### config.mk
export PLATFORM = sky130hd
export DESIGN_NAME = forwarding_scoreboard
export DESIGN_NICKNAME = d
export VERILOG_FILES = /design/src/rtl/riscv_fwd_pkg.sv /design/src/rtl/forwarding_scoreboard_tag_reg.sv /design/src/rtl/forwarding_scoreboard.sv
export SDC_FILE = /design/constraint.sdc
export NUM_CORES = 1
export LEC_CHECK = 0
export BUFFER_PORTS_ARGS = -buffer_cell sky130_fd_sc_hd__buf_2
export CAP_MARGIN = 40
export CORE_MARGIN = 5
export CORE_UTILIZATION = 57
export CTS_CLUSTER_SIZE = 28
export DETAILED_ROUTE_END_ITERATION = 7
export PLACE_DENSITY = 0.8
export SYNTH_ARGS = -nofsm -noshare
export SYNTH_HDL_FRONTEND = slang
export SYNTH_SLANG_ARGS = --single-unit
### constraint.sdc
create_clock -name clk -period 4.9 [get_ports clk]
set_input_delay 0.49 -clock clk [delete_from_list [all_inputs] [get_ports clk]]
set_output_delay 0.49 -clock clk [all_outputs]
set_load 0.02 [all_outputs]
### src/rtl/riscv_fwd_pkg.sv
// riscv_fwd_pkg: shared types and helpers for the EX-stage forwarding scoreboard
package riscv_fwd_pkg;

    localparam int RD_W = 5;

    typedef enum logic [1:0] {
        FWD_RF  = 2'b00,
        FWD_MEM = 2'b01,
        FWD_WB  = 2'b10
    } fwd_sel_t;

    typedef struct packed {
        logic            valid;
        logic [RD_W-1:0] rd;
        logic            reg_write;
        logic            mem_read;
    } stage_tag_t;

    // x0 is hardwired to zero, so a write to it never produces a value worth forwarding
    function automatic logic is_writer(stage_tag_t tag, logic [RD_W-1:0] r);
        return tag.valid && tag.reg_write && tag.rd == r && r != '0;
    endfunction

    // A load in EX has no result yet; the load-use stall covers that case, so only MEM may supply it
    function automatic fwd_sel_t next_sel(stage_tag_t ex, stage_tag_t mem, logic used, logic [RD_W-1:0] r);
        return !used                                 ? FWD_RF  :
               is_writer(ex, r) && !ex.mem_read      ? FWD_MEM :
               is_writer(mem, r)                     ? FWD_WB  : FWD_RF;
    endfunction

endpackage

### src/rtl/forwarding_scoreboard_tag_reg.sv
// fwd_tag_reg: one pipeline-stage tag register with hold and bubble insertion
//   clk, arst : clock, async active-high reset (clears to an invalid tag)
//   en        : advance; 0 holds the tag
//   bubble    : load an invalid tag instead of d when advancing
//   d, q      : incoming and stored stage tag
module fwd_tag_reg
    import riscv_fwd_pkg::*;
(
    input  logic       clk,
    input  logic       arst,
    input  logic       en,
    input  logic       bubble,
    input  stage_tag_t d,
    output stage_tag_t q
);

    always_ff @(posedge clk or posedge arst) begin
        if (arst)
            q <= '0;
        else if (en)
            q <= bubble ? '0 : d;
    end

endmodule

### src/rtl/forwarding_scoreboard.sv
// forwarding_scoreboard: EX operand-forward selects and load-use stall from in-flight rd tags
//   clk, arst                      : pipeline clock, async active-high reset
//   pipe_enable, flush             : global advance, squash of the ID instruction
//   id_*                           : tags and sources of the instruction in ID
//   ex_fwd_sel_a, ex_fwd_sel_b     : registered operand selects for the EX instruction
//   stall_id                       : combinational load-use hazard request
//   stall_count                    : saturating count of stalled cycles
module forwarding_scoreboard
    import riscv_fwd_pkg::*;
#(
    parameter int REG_ADDR_W = 5,
    parameter int CNT_W      = 16
) (
    input  logic                  clk,
    input  logic                  arst,
    input  logic                  pipe_enable,
    input  logic                  flush,
    input  logic                  id_valid,
    input  logic [REG_ADDR_W-1:0] id_rs1,
    input  logic [REG_ADDR_W-1:0] id_rs2,
    input  logic                  id_rs1_used,
    input  logic                  id_rs2_used,
    input  logic [REG_ADDR_W-1:0] id_rd,
    input  logic                  id_reg_write,
    input  logic                  id_mem_read,
    output logic [1:0]            ex_fwd_sel_a,
    output logic [1:0]            ex_fwd_sel_b,
    output logic                  stall_id,
    output logic [CNT_W-1:0]      stall_count
);

    stage_tag_t id_tag, ex_tag, mem_tag, wb_tag;
    fwd_sel_t   sel_a, sel_b;
    logic       bubble;

    assign id_tag = '{valid: id_valid, rd: id_rd, reg_write: id_reg_write, mem_read: id_mem_read};

    assign stall_id = id_valid && !flush && ex_tag.valid && ex_tag.mem_read && ex_tag.rd != '0 &&
                      ((id_rs1_used && id_rs1 == ex_tag.rd) || (id_rs2_used && id_rs2 == ex_tag.rd));

    assign bubble = stall_id || flush || !id_valid;

    fwd_tag_reg u_ex  (.clk(clk), .arst(arst), .en(pipe_enable), .bubble(bubble), .d(id_tag),  .q(ex_tag));
    fwd_tag_reg u_mem (.clk(clk), .arst(arst), .en(pipe_enable), .bubble(1'b0),   .d(ex_tag),  .q(mem_tag));
    // The register file is write-before-read, so WB is tracked but never compared
    fwd_tag_reg u_wb  (.clk(clk), .arst(arst), .en(pipe_enable), .bubble(1'b0),   .d(mem_tag), .q(wb_tag));

    always_ff @(posedge clk or posedge arst) begin
        if (arst) begin
            sel_a <= FWD_RF;
            sel_b <= FWD_RF;
        end else if (pipe_enable) begin
            sel_a <= bubble ? FWD_RF : next_sel(ex_tag, mem_tag, id_rs1_used, id_rs1);
            sel_b <= bubble ? FWD_RF : next_sel(ex_tag, mem_tag, id_rs2_used, id_rs2);
        end
    end

    always_ff @(posedge clk or posedge arst) begin
        if (arst)
            stall_count <= '0;
        else if (stall_id && pipe_enable && stall_count != '1)
            stall_count <= stall_count + 1'b1;
    end

    assign ex_fwd_sel_a = sel_a;
    assign ex_fwd_sel_b = sel_b;

endmodule

Yosys cells after proc, flatten, opt, wreduce, memory -nomap -nowiden
Cells that the tools add are included.
{"block": "totals", "ff_bits": 35, "in_bits": 24, "out_inout_bits": 21, "wordCells": 57}
{"block": "op_classes", "n_addsub": 1, "eq_ne": 7, "mux": 9, "reduce_logical": 30}
{"cell": "5-bit equality test", "n": 6}
{"cell": "1-bit logical AND", "n": 21}
{"cell": "16-bit by 1-bit adder with 16-bit output, second input constant", "n": 1}
{"cell": "2-bit two-way mux", "n": 8}
{"cell": "16-bit != test, second input constant", "n": 1}
{"cell": "5-bit nonzero test", "n": 3}
{"cell": "8-bit two-way mux", "n": 1}
{"cell": "1-bit zero test", "n": 3}
{"cell": "1-bit logical OR", "n": 3}

Logic depth before layout (Yosys ltp)
{"block": "logic_depth", "ltp_word": 9, "depth_mapped": 7, "depth_no_buf": 6}

By module
From an unflattened synthesis, not the netlist that was laid out.
{"block": "unflattened", "cells_unflattened": 172, "hier_area_um2": 1953.1}
{"mod": "forwarding_scoreboard", "instances": 1, "cells_per_inst": 130, "area_each_um2": 1340.0, "seq_area_each_um2": 500.5}
{"mod": "fwd_tag_reg", "instances": 2, "cells_per_inst": 21, "area_each_um2": 306.5, "seq_area_each_um2": 200.2}

Worst setup path after synthesis
No wires, ideal clock.
{"block": "synth_path", "kind": "input-to-output", "startpoint": "in id_rs1[2]", "endpoint": "out stall_id", "arrival_time_ps": 1546, "required_ps": 4410, "setup_slack_ps": 2864, "path_stages": 5, "path_buffers": 1, "cell_sequence": "xor2_1 -> nor3_1 -> a32oi_4 -> buf_6 -> nor2_2"}
{"block": "synth_between", "elab_chain_len": 4}
{"element": "start: declaration", "line_no": "forwarding_scoreboard.sv:19", "text": "input logic [REG_ADDR_W-1:0] id_rs1,"}
{"element": "5-bit equality test", "line_no": "forwarding_scoreboard.sv:39", "text": "((id_rs1_used && id_rs1 == ex_tag.rd) || (id_rs2_used && id_rs2 == ex_tag.rd));"}
{"element": "1-bit logical AND", "line_no": "forwarding_scoreboard.sv:39"}
{"element": "1-bit logical OR", "line_no": "forwarding_scoreboard.sv:39"}
{"element": "1-bit logical AND", "line_no": "forwarding_scoreboard.sv:38", "text": "assign stall_id = id_valid && !flush && ex_tag.valid && ex_tag.mem_read && ex_tag.rd != '0 &&"}
{"element": "end: declaration", "line_no": "forwarding_scoreboard.sv:28", "text": "output logic stall_id,"}
No other way between the ends.

Worst setup path after layout
{"block": "layout_path", "startpoint": "reg u_ex.q[4] (netlist bit)", "endpoint": "out stall_id"}
{"block": "layout_between", "elab_chain_len": 4, "elab_cells_between_ends": 8, "cone_classes": "2 x eq/ne; 6 x reduce/logical"}
{"element": "start: declaration", "line_no": "forwarding_scoreboard_tag_reg.sv:14", "text": "output stage_tag_t q"}
{"element": "start signal: assignment", "line_no": "forwarding_scoreboard_tag_reg.sv:21", "text": "q <= bubble ? '0 : d;"}
{"element": "5-bit equality test", "line_no": "forwarding_scoreboard.sv:39"}
{"element": "1-bit logical AND", "line_no": "forwarding_scoreboard.sv:39"}
{"element": "1-bit logical OR", "line_no": "forwarding_scoreboard.sv:39"}
{"element": "1-bit logical AND (*)", "line_no": "forwarding_scoreboard.sv:38"}
Every way passes the cells marked *; elsewhere a longest branch is shown, timed or not.

==> reports/results.ini <==
[status]
status=finished, final reports clean

[clocking]
clock_sinks=35
cts_max_level=2
cts_tree=built
cts_root_buf=clkbuf_4
ctsHoldBuffers=0
cts_setup_buffers=0
post_cts_resized=0
numCtsBuffers=5
clk_pin_slew_ns=0.11
clock_latency_ns=0.35
cts_max_path_buffers=2

[cells_and_area]
area_growth_pct=18.0
layout_common_cells=buf_2 (44), dfrtp_1 (35), xor2_1 (28), nor3_1 (11)
multi_input_area_um2=948
final-seq-area_um2=876
n_antenna_cell=0
final_common_cell=buf_2
drive_gt1_share_pct=30.9
final-instance-count-excl-fill=264
fin_nets=244
nFillCells=249

[power]
vdd_drop_max_mv=0.231
power_mw=0.589
intPower_mw=0.446
power.clock.fraction_pct=36.9
comb_power_share_pct=10.8
power.density_nw_per_um2=265
p_switching_mw=0.143
switching_share_pct=24.3
p_leak_nw=1.14
p_seq_share_pct=52.2

[synth]
yosysWarnings=0
synth_async_sr_flop_share_pct=100
ys_seq_area_share_pct=46.5
avgSynthCellArea_um2=10.9
syn-cell-area_um2=1880
synth_edf_count=0
synth_cell_type_count=40
ys_ff_latch=35
netlist_instances=172
ys.flop_type=dfrtp_1
synth_nets=197

[worst_setup_path]
end_kind=primary output
startpoint_type=register
cpMaxStageDelayCell=dfrtp_1
cpPeakStageDelay_ns=0.47
worst-setup-path-type=register to primary output
critPathBufInv=1
critPathMaxFanout=17
r2r_slack_ns=2.65
critPathTopFamily=simple AND/OR/NAND/NOR gates
critPathRequiredTime_ns=4.41
path_cells=xor2_1 -> nor3_1 -> a32oi_4 -> nor2_2 -> buf_2
cp.arrival_ns=2.13

[timing]
drv_slew=0
worst_pin_slew_ns=0.560
fin_ws_ns=2.28
skew_ns=0.0135
finalHoldViolCount=0
tns_ns=0
rsz0062_at_grt=false
fmax_ghz=0.381
max_slew_margin_pct=62.7
period_share_pct=53.6
layout_min_cycle_time_ns=2.62
whs_ns=0.208
setup_violations=0

[global_routing]
grt_pass1_wl_um=7080
grt_max_degree=36
grt_usage_pct=20.9
grt-ovfl-total=0
grt_pass1_vias=1523
antenna_found_initial=0

[placement]
finalWeightedCongestion=0.944
dpl.hpwl_um=3270
portBuffers=44
dp.cells=256
dpl_worst_slack_ns=2.54

[drt]
viasPerCell=5.66
wl_um=4170
wire_per_inst_um=15.8
ant_nets=0
first_pass_iters=4
num_vias=1495
drt_iter0_markers=128
drc_errors=0

[run]
maxCapViolCount=0

[floorplan]
fp.dieW_um=67.5
ioPinCount=45
dieArea_um2=4550
rows=20
core_region_area_um2=3100
die_h_um=67.5
initial_utilization_pct=60.6

[worst_hold_path]
hold_path.class=input port to async pin

flip-flops by register name (all words and copies together), names as in the netlist:
signal        cells
ex_fwd_sel_b      2
u_mem.q           7
ex_fwd_sel_a      2
stall_count      16
u_ex.q            8
logic make-up (layout without fill, tap and decap cells):
kind of cell,after synthesis,count (layout),synth area share (%)
AOI/OAI and AO/OA,21,21,10.8
adders and majority gates,1,1,0.665
and+or+nand+nor,60,60,17.9
muxes,8,8,4.79
buffers and inverters,12,60,3.06
xor gates and xnor gates,35,35,16.3
DFF,35,35,46.5
path summary, 6_finish.rpt:
path / cells past startpoint / endpoint / startpoint
min in group clk: 2 / u_ex.q[0] / id_mem_read
worst max-delay path: 5 / stall_id / u_ex.q[4]
worst min register to register: 1 / stall_count[9] / stall_count[9]
worst min-delay path: 3 / stall_count[12] / arst
max in group asynchronous: 3 / stall_count[4] / arst
worst max register to register: 5 / stall_count[1] / stall_count[6]
synthesized netlist by cell type, types with 2 or more instances:
library cell	instances	area, um^2
inv_1	7	26.3
o32ai_2	2	32.5
nand3_1	9	45.0
o21ai_1	2	10.0
nor3_2	2	20.0
nand3b_1	2	15.0
xor2_1	28	245
a22o_1	7	61.3
mux2_2	7	78.8
nor3_1	11	55.1
nor2_1	5	18.8
dfrtp_1	35	876
o21ai_0	2	10.0
nand4_1	4	25.0
nand2_1	9	33.8
o32ai_1	2	17.5
nor4_1	7	43.8
or4_1	3	22.5
xnor2_1	7	61.3
layout make-up:
| type | count | share of cell area, % |
|---|---|---|
| inverter | 7 | 1.18 |
| timing repair buffer | 45 | 10.3 |
| sequential | 35 | 39.5 |
| clock buffer | 6 | 2.31 |
| tap | 44 | 2.48 |
| multi-input combinational | 125 | 42.7 |
| clock inverter | 2 | 1.58 |
worst min-delay path: cells and delay by family:
kind	cells	cell delay, ns
buffers and inverters	3	0.50
power by group through the flow:
stage	logic [mW]	registers [mW]	clock network, mW
after floorplan	0.0430	0.310	0
after global placement	0.0613	0.312	0
after detailed placement	0.0639	0.313	0
after CTS	0.0640	0.308	0.223
after global routing	0.0709	0.309	0.236
final	0.0638	0.308	0.218
metal layers:
layer	wire length, um	part of all wire [%]	global-route usage (%)
met1	1790	43	26.9
met3	255	6.1	5.49
met5	0	0	0
met2	2070	50	34.0
met4	53	1.3	7.34
per-stage QoR:
stage	area, um^2	utilization, %
2_1_floorplan	1880	-
3_3_place_gp	2130	68.8
3_5_place_dp	2130	68.8
4_1_cts	2220	71.5
5_1_grt	2220	71.5
6_report	2220	71.5
Power figures use the tool's default switching activity.
